[config.mk]
export PLATFORM = sky130hd
export DESIGN_NAME = cordic_phase_scheduler_flat
export DESIGN_NICKNAME = d
export VERILOG_FILES = /design/src/rtl/cordic_phase_scheduler_if.sv /design/src/rtl/cordic_phase_scheduler.sv /design/src/flat_wrapper.sv
export SDC_FILE = /design/constraint.sdc
export NUM_CORES = 1
export LEC_CHECK = 0
export CORE_MARGIN = 4
export CORE_UTILIZATION = 51
export CTS_CLUSTER_DIAMETER = 40
export DETAILED_ROUTE_END_ITERATION = 10
export PLACE_DENSITY = 0.95
export SYNTH_ARGS = -nofsm -noshare
export SYNTH_HDL_FRONTEND = slang
export SYNTH_SLANG_ARGS = --single-unit
[constraint.sdc]
create_clock -name clk_i -period 6.05 [get_ports clk_i]
set_clock_uncertainty 0.2 [all_clocks]
set_input_delay 1.21 -clock clk_i [delete_from_list [all_inputs] [get_ports clk_i]]
set_output_delay 1.21 -clock clk_i [all_outputs]
set_load 0.005 [all_outputs]
[src/rtl/cordic_phase_scheduler_if.sv]
// rtl/cordic_phase_scheduler_if.sv - channel sample, engine and phase-result signals of the CORDIC phase scheduler
interface cordic_phase_scheduler_if #(
  parameter int NUM_CH        = 4,
  parameter int BIT_WIDTH_IN  = 24,
  parameter int BIT_WIDTH_OUT = 26
);
  localparam int CW = $clog2(NUM_CH);

  logic [NUM_CH-1:0]              valid_i;
  logic [NUM_CH*BIT_WIDTH_IN-1:0] sin_i;
  logic [NUM_CH*BIT_WIDTH_IN-1:0] cos_i;
  logic                           clear_flags_i;
  logic                           eng_start_o;
  logic [BIT_WIDTH_IN-1:0]        eng_sin_o;
  logic [BIT_WIDTH_IN-1:0]        eng_cos_o;
  logic [BIT_WIDTH_OUT-1:0]       eng_phi_i;
  logic                           eng_done_i;
  logic [BIT_WIDTH_OUT-1:0]       phi_o;
  logic [CW-1:0]                  ch_o;
  logic                           valid_o;
  logic                           busy_o;
  logic [NUM_CH-1:0]              overrun_o;
  logic                           timeout_o;

  modport slave (
    input  valid_i, sin_i, cos_i, clear_flags_i, eng_phi_i, eng_done_i,
    output eng_start_o, eng_sin_o, eng_cos_o, phi_o, ch_o, valid_o, busy_o,
           overrun_o, timeout_o
  );

  modport master (
    output valid_i, sin_i, cos_i, clear_flags_i, eng_phi_i, eng_done_i,
    input  eng_start_o, eng_sin_o, eng_cos_o, phi_o, ch_o, valid_o, busy_o,
           overrun_o, timeout_o
  );
endinterface

[src/rtl/cordic_phase_scheduler.sv]
// rtl/cordic_phase_scheduler.sv - round-robin sharing of one CORDIC phase engine between channels
module cordic_phase_scheduler #(
  parameter int NUM_CH         = 4,
  parameter int BIT_WIDTH_IN   = 24,
  parameter int BIT_WIDTH_OUT  = 26,
  parameter int TIMEOUT_CYCLES = 64
) (
  input  logic                    clk_i,
  input  logic                    reset_i,
  cordic_phase_scheduler_if.slave bus
);
  localparam int CW = $clog2(NUM_CH);
  localparam int TW = $clog2(TIMEOUT_CYCLES);

  typedef enum logic [1:0] {S_IDLE, S_ISSUE, S_WAIT, S_OUTPUT} state_t;

  state_t                   state, state_nxt;
  logic [NUM_CH-1:0]        pend, grant_clr, ovr_evt, overrun;
  logic [BIT_WIDTH_IN-1:0]  sin_h [NUM_CH];
  logic [BIT_WIDTH_IN-1:0]  cos_h [NUM_CH];
  logic [CW-1:0]            last_grant, win, ch;
  logic [CW:0]              cand;
  logic                     found, grant_fire, timeout, timeout_evt, wait_last;
  logic [TW-1:0]            wait_cnt;
  logic [BIT_WIDTH_IN-1:0]  op_sin, op_cos;
  logic [BIT_WIDTH_OUT-1:0] phi;
  logic                     start, busy, vout;

  // Rotated search: first pending channel after last_grant wins.
  always_comb begin
    win   = last_grant;
    found = 1'b0;
    cand  = '0;
    for (int i = 1; i <= NUM_CH; i++) begin
      cand = {1'b0, last_grant} + (CW+1)'(i);
      if (cand >= (CW+1)'(NUM_CH)) cand = cand - (CW+1)'(NUM_CH);
      if (!found && pend[cand[CW-1:0]]) begin
        win   = cand[CW-1:0];
        found = 1'b1;
      end
    end
  end

  assign grant_fire  = (state == S_IDLE) && found;
  assign grant_clr   = grant_fire ? (NUM_CH'(1) << win) : '0;
  assign ovr_evt     = bus.valid_i & pend & ~grant_clr;
  assign wait_last   = (wait_cnt == TW'(TIMEOUT_CYCLES - 1));
  assign timeout_evt = (state == S_WAIT) && !bus.eng_done_i && wait_last;

  always_ff @(posedge clk_i) begin
    for (int k = 0; k < NUM_CH; k++) begin
      if (bus.valid_i[k]) begin
        sin_h[k] <= bus.sin_i[k*BIT_WIDTH_IN +: BIT_WIDTH_IN];
        cos_h[k] <= bus.cos_i[k*BIT_WIDTH_IN +: BIT_WIDTH_IN];
      end
    end
  end

  always_ff @(posedge clk_i) begin
    if (reset_i) begin
      state <= S_IDLE;
    end else begin
      state <= state_nxt;
    end
  end

  always_comb begin
    state_nxt = state;
    case (state)
      S_IDLE:   if (found) state_nxt = S_ISSUE;
      S_ISSUE:  state_nxt = S_WAIT;
      S_WAIT: begin
        if (bus.eng_done_i)  state_nxt = S_OUTPUT;
        else if (wait_last)  state_nxt = S_IDLE;
      end
      S_OUTPUT: state_nxt = S_IDLE;
      default:  state_nxt = S_IDLE;
    endcase
  end

  always_comb begin
    start = 1'b0;
    busy  = 1'b0;
    vout  = 1'b0;
    case (state)
      S_ISSUE:  begin start = 1'b1; busy = 1'b1; end
      S_WAIT:   busy = 1'b1;
      S_OUTPUT: vout = 1'b1;
      default:  ;
    endcase
  end

  // A new sample on the granted channel re-arms pend (set wins over grant).
  always_ff @(posedge clk_i) begin
    if (reset_i) begin
      pend       <= '0;
      overrun    <= '0;
      timeout    <= 1'b0;
      last_grant <= CW'(NUM_CH - 1);
      op_sin     <= '0;
      op_cos     <= '0;
      phi        <= '0;
      ch         <= '0;
      wait_cnt   <= '0;
    end else begin
      pend    <= (pend & ~grant_clr) | bus.valid_i;
      overrun <= (bus.clear_flags_i ? '0 : overrun) | ovr_evt;
      timeout <= (bus.clear_flags_i ? 1'b0 : timeout) | timeout_evt;
      if (grant_fire) begin
        op_sin     <= sin_h[win];
        op_cos     <= cos_h[win];
        last_grant <= win;
      end
      if (state == S_ISSUE)     wait_cnt <= '0;
      else if (state == S_WAIT) wait_cnt <= wait_cnt + 1'b1;
      if (state == S_WAIT && bus.eng_done_i) begin
        phi <= bus.eng_phi_i;
        ch  <= last_grant;
      end
    end
  end

  assign bus.eng_start_o = start;
  assign bus.eng_sin_o   = op_sin;
  assign bus.eng_cos_o   = op_cos;
  assign bus.phi_o       = phi;
  assign bus.ch_o        = ch;
  assign bus.valid_o     = vout;
  assign bus.busy_o      = busy;
  assign bus.overrun_o   = overrun;
  assign bus.timeout_o   = timeout;
endmodule

[src/flat_wrapper.sv]
// flat-port wrapper written by rule: the top's interface ports become plain ports
module cordic_phase_scheduler_flat 
#(
  parameter int NUM_CH         = 4,
  parameter int BIT_WIDTH_IN   = 24,
  parameter int BIT_WIDTH_OUT  = 26,
  parameter int TIMEOUT_CYCLES = 64
)
  (clk_i, reset_i, bus_valid_i, bus_sin_i, bus_cos_i, bus_clear_flags_i, bus_eng_phi_i, bus_eng_done_i, bus_eng_start_o, bus_eng_sin_o, bus_eng_cos_o, bus_phi_o, bus_ch_o, bus_valid_o, bus_busy_o, bus_overrun_o, bus_timeout_o);
  cordic_phase_scheduler_if #(.NUM_CH(NUM_CH), .BIT_WIDTH_IN(BIT_WIDTH_IN), .BIT_WIDTH_OUT(BIT_WIDTH_OUT)) bus_i ();
  input  logic clk_i;
  input  logic reset_i;
  input wire logic [$bits(bus_i.valid_i)-1:0] bus_valid_i;
  input wire logic [$bits(bus_i.sin_i)-1:0] bus_sin_i;
  input wire logic [$bits(bus_i.cos_i)-1:0] bus_cos_i;
  input wire logic [$bits(bus_i.clear_flags_i)-1:0] bus_clear_flags_i;
  input wire logic [$bits(bus_i.eng_phi_i)-1:0] bus_eng_phi_i;
  input wire logic [$bits(bus_i.eng_done_i)-1:0] bus_eng_done_i;
  output wire logic [$bits(bus_i.eng_start_o)-1:0] bus_eng_start_o;
  output wire logic [$bits(bus_i.eng_sin_o)-1:0] bus_eng_sin_o;
  output wire logic [$bits(bus_i.eng_cos_o)-1:0] bus_eng_cos_o;
  output wire logic [$bits(bus_i.phi_o)-1:0] bus_phi_o;
  output wire logic [$bits(bus_i.ch_o)-1:0] bus_ch_o;
  output wire logic [$bits(bus_i.valid_o)-1:0] bus_valid_o;
  output wire logic [$bits(bus_i.busy_o)-1:0] bus_busy_o;
  output wire logic [$bits(bus_i.overrun_o)-1:0] bus_overrun_o;
  output wire logic [$bits(bus_i.timeout_o)-1:0] bus_timeout_o;
  assign bus_i.valid_i = bus_valid_i;
  assign bus_i.sin_i = bus_sin_i;
  assign bus_i.cos_i = bus_cos_i;
  assign bus_i.clear_flags_i = bus_clear_flags_i;
  assign bus_i.eng_phi_i = bus_eng_phi_i;
  assign bus_i.eng_done_i = bus_eng_done_i;
  assign bus_eng_start_o = bus_i.eng_start_o;
  assign bus_eng_sin_o = bus_i.eng_sin_o;
  assign bus_eng_cos_o = bus_i.eng_cos_o;
  assign bus_phi_o = bus_i.phi_o;
  assign bus_ch_o = bus_i.ch_o;
  assign bus_valid_o = bus_i.valid_o;
  assign bus_busy_o = bus_i.busy_o;
  assign bus_overrun_o = bus_i.overrun_o;
  assign bus_timeout_o = bus_i.timeout_o;
  cordic_phase_scheduler #(.NUM_CH(NUM_CH), .BIT_WIDTH_IN(BIT_WIDTH_IN), .BIT_WIDTH_OUT(BIT_WIDTH_OUT), .TIMEOUT_CYCLES(TIMEOUT_CYCLES)) u_core (.clk_i(clk_i), .reset_i(reset_i), .bus(bus_i));
endmodule
==> qor.yml <==
cts_tree: "done"
seq_area_frac_synth_pct: 72.8
ctsResizeCount: 0
p_int_mw: 4.44
crit_required_ns: 6.21
yosysUniqueCellTypes: 49
rsz0062_at_grt: "false"
r2r-end: "u_core.bus.eng_cos_o[18]"
cts_hold_buf: 0
antenna_left: 0
min_period_over_period_pct: 56.7
port_buffers: 309
p_sw_share_pct: 27.1
mostFrequentLayoutCells: "clkdlybuf4s50_1, edfxtp_1, nand2_1"
final_area_um2: 14900
rr_worst_depth: 6
hp-start: "u_core.bus.ch_o[0]"
relSlewSlack_pct: 30.2
synthCells: 692
drive_gt1_share_pct: 9.28
outcome: "finished clean"
dpl.cell_count: 1241
synthFlopType: "edfxtp_1"
hold_path_class: "register to register"
p_leak_nw: 5.46
pre_cts_slack_ns: 2.17
nets: 1240
rrSetupSlack_ns: 3.22
whs_path_depth: 2
synth_edf_count: 192
setup_violations: 0
synth_nets: 924
p_comb_share_pct: 24.1
async_flop_share_pct: 0
place_congestion: 0.817
area_growth_pct: 41.9
numClockSinks: 287
die-area_um2: 23000
die_h_um: 152
hold_violations: 0
fmaxAchievable_mhz: 291
p_clk_share_pct: 33.7
cts_buffers: 35
timing.hold.ws_ns: 0.257
power_density_nw_per_um2: 407
vias: 7093
drt_first_pass_iters: 5
start_util_pct: 51.9
finalMaxSlewViolations: 0
p_seq_share_pct: 42.2
grt_usage_pct: 24.4
postCtsSetupRepairBufs: 0
grt_max_degree: 59
num_io_pins: 310
grt.overflow.total: 0
antenna_found_initial: 2
cp_max_fo: 41
htreeDepth: 2
clock_latency_ns: 0.50
end_kind: "register"
switching_power_mw: 1.65
r2r_start: "u_core.pend[1]"
viasPerCell: 5.43
cap_violations: 0
chipWidth_um: 152
num_rows: 52
final_common_cell: "clkdlybuf4s50_1"
placed_area_um2: 13800
first_global_vias: 7719
nFillCells: 1250
setup_tns_ns: 0
syn_avg_cell_area_um2: 15.2
min_to: "u_core.bus.ch_o[0]"
clkTransAtPathRegs_ns: 0.05
grt_pass1_wl_um: 42200
drt_iter0_markers: 347
cp-start-kind: "input pin"
wl_per_cell_um: 22.1
p_total_mw: 6.08
syn_area_um2: 10500
ys_warn_count: 0
clk_path_buf_depth: 3
ys_ff_latch: 287
drc: 0
wl_um: 28900
utilization_pct: 73.6
clockRootBuffer: "clkbuf_16"
post-dp-hpwl_um: 18800
setup_ws_ns: 2.62
critPathArrivalTime_ns: 3.59
peakVddDrop_mv: 0.330
coreArea_um2: 20300
tightest_slew_ns: 1.05
fin_cells: 1306
fin_crit_ns: 3.43
critPathKind: "input pin to register"
-- power by group through the flow --
stage	Clock (mW)	Combinational (mW)	Sequential (mW)
2_1_floorplan	0	0.746	2.57
3_3_place_gp	0	1.42	2.58
3_5_place_dp	0	1.46	2.59
4_1_cts	2.08	1.48	2.57
5_1_grt	2.16	1.57	2.59
6_report	2.05	1.46	2.57
-- worst max-delay path, stage by stage --
cell,delay (ns)
clkdlybuf4s50_1,0.46
buf_4,0.39
nor2_2,0.13
nand2_2,0.56
buf_4,0.48
inv_2,0.04
a221o_1,0.30
-- final cells by class --
type	count	area, um2	area share [%]
diodes	2	5.00	0.0335
clock buffers	47	973	6.51
clock inverters	16	174	1.16
inverters	8	30.0	0.201
multi-input cells	358	2620	17.5
flip-flops and latches	287	7670	51.3
well taps	270	338	2.26
repair buffers	318	3140	21.0
-- logic make-up after synthesis --
logic type      after synthesis  synth area share, %
fa+ha+maj                     6                0.712
buf+inv                      47                 2.48
mux                          98                 9.36
flops                       287                 72.8
simple gates                147                 5.91
xor+xnor                      4                0.333
compound gates              103                 8.44
-- metal layers --
layer / track usage, % / part of all wire (%) / up-vias
met3: 6.72 / 8.6 / 59
met2: 44.8 / 52 / 352
met4: 10.3 / 3.4 / 0
li1: - / - / 3240
met1: 26.3 / 36 / 3442
met5: 0 / 0 / -
-- synthesized netlist by cell type, types with 6 or more instances --
library cell,n,area (um2)
dfxtp_1,95,1900
inv_1,7,26.3
clkbuf_1,14,52.6
mux2i_1,97,971
o221ai_1,27,236
edfxtp_1,192,5770
buf_4,8,60.1
buf_2,8,40.0
nand2_1,112,420
nor2_1,9,33.8
ha_1,6,75.1
a21oi_1,36,180
o221ai_2,20,300
-- sequential cells by signal, indices dropped and copies added (netlist names) --
register              flops
u_core.bus.eng_cos_o     24
u_core.last_grant         2
u_core.sin_h             96
u_core.bus.ch_o           2
u_core.pend               4
u_core.bus.timeout_o      1
u_core.state              2
u_core.wait_cnt           6
u_core.bus.phi_o         26
u_core.bus.eng_sin_o     24
u_core.bus.overrun_o      4
u_core.cos_h             96
-- worst max-delay path by stage --
| stage | from | endpoint | slack [ns] | cells after the start |
|---|---|---|---|---|
| after floorplan | bus_eng_done_i | u_core.bus.phi_o[15] | 3.76 | 5 |
| after global placement | reset_i | u_core.bus.eng_cos_o[18] | 2.18 | 7 |
| after detailed placement | reset_i | u_core.bus.eng_cos_o[18] | 2.17 | 7 |
| after CTS | reset_i | u_core.bus.eng_cos_o[18] | 2.64 | 7 |
| after global routing | reset_i | u_core.bus.eng_cos_o[18] | 2.49 | 7 |
| final | reset_i | u_core.bus.eng_cos_o[18] | 2.62 | 7 |
No activity file was read; power rests on OpenSTA's default activity.
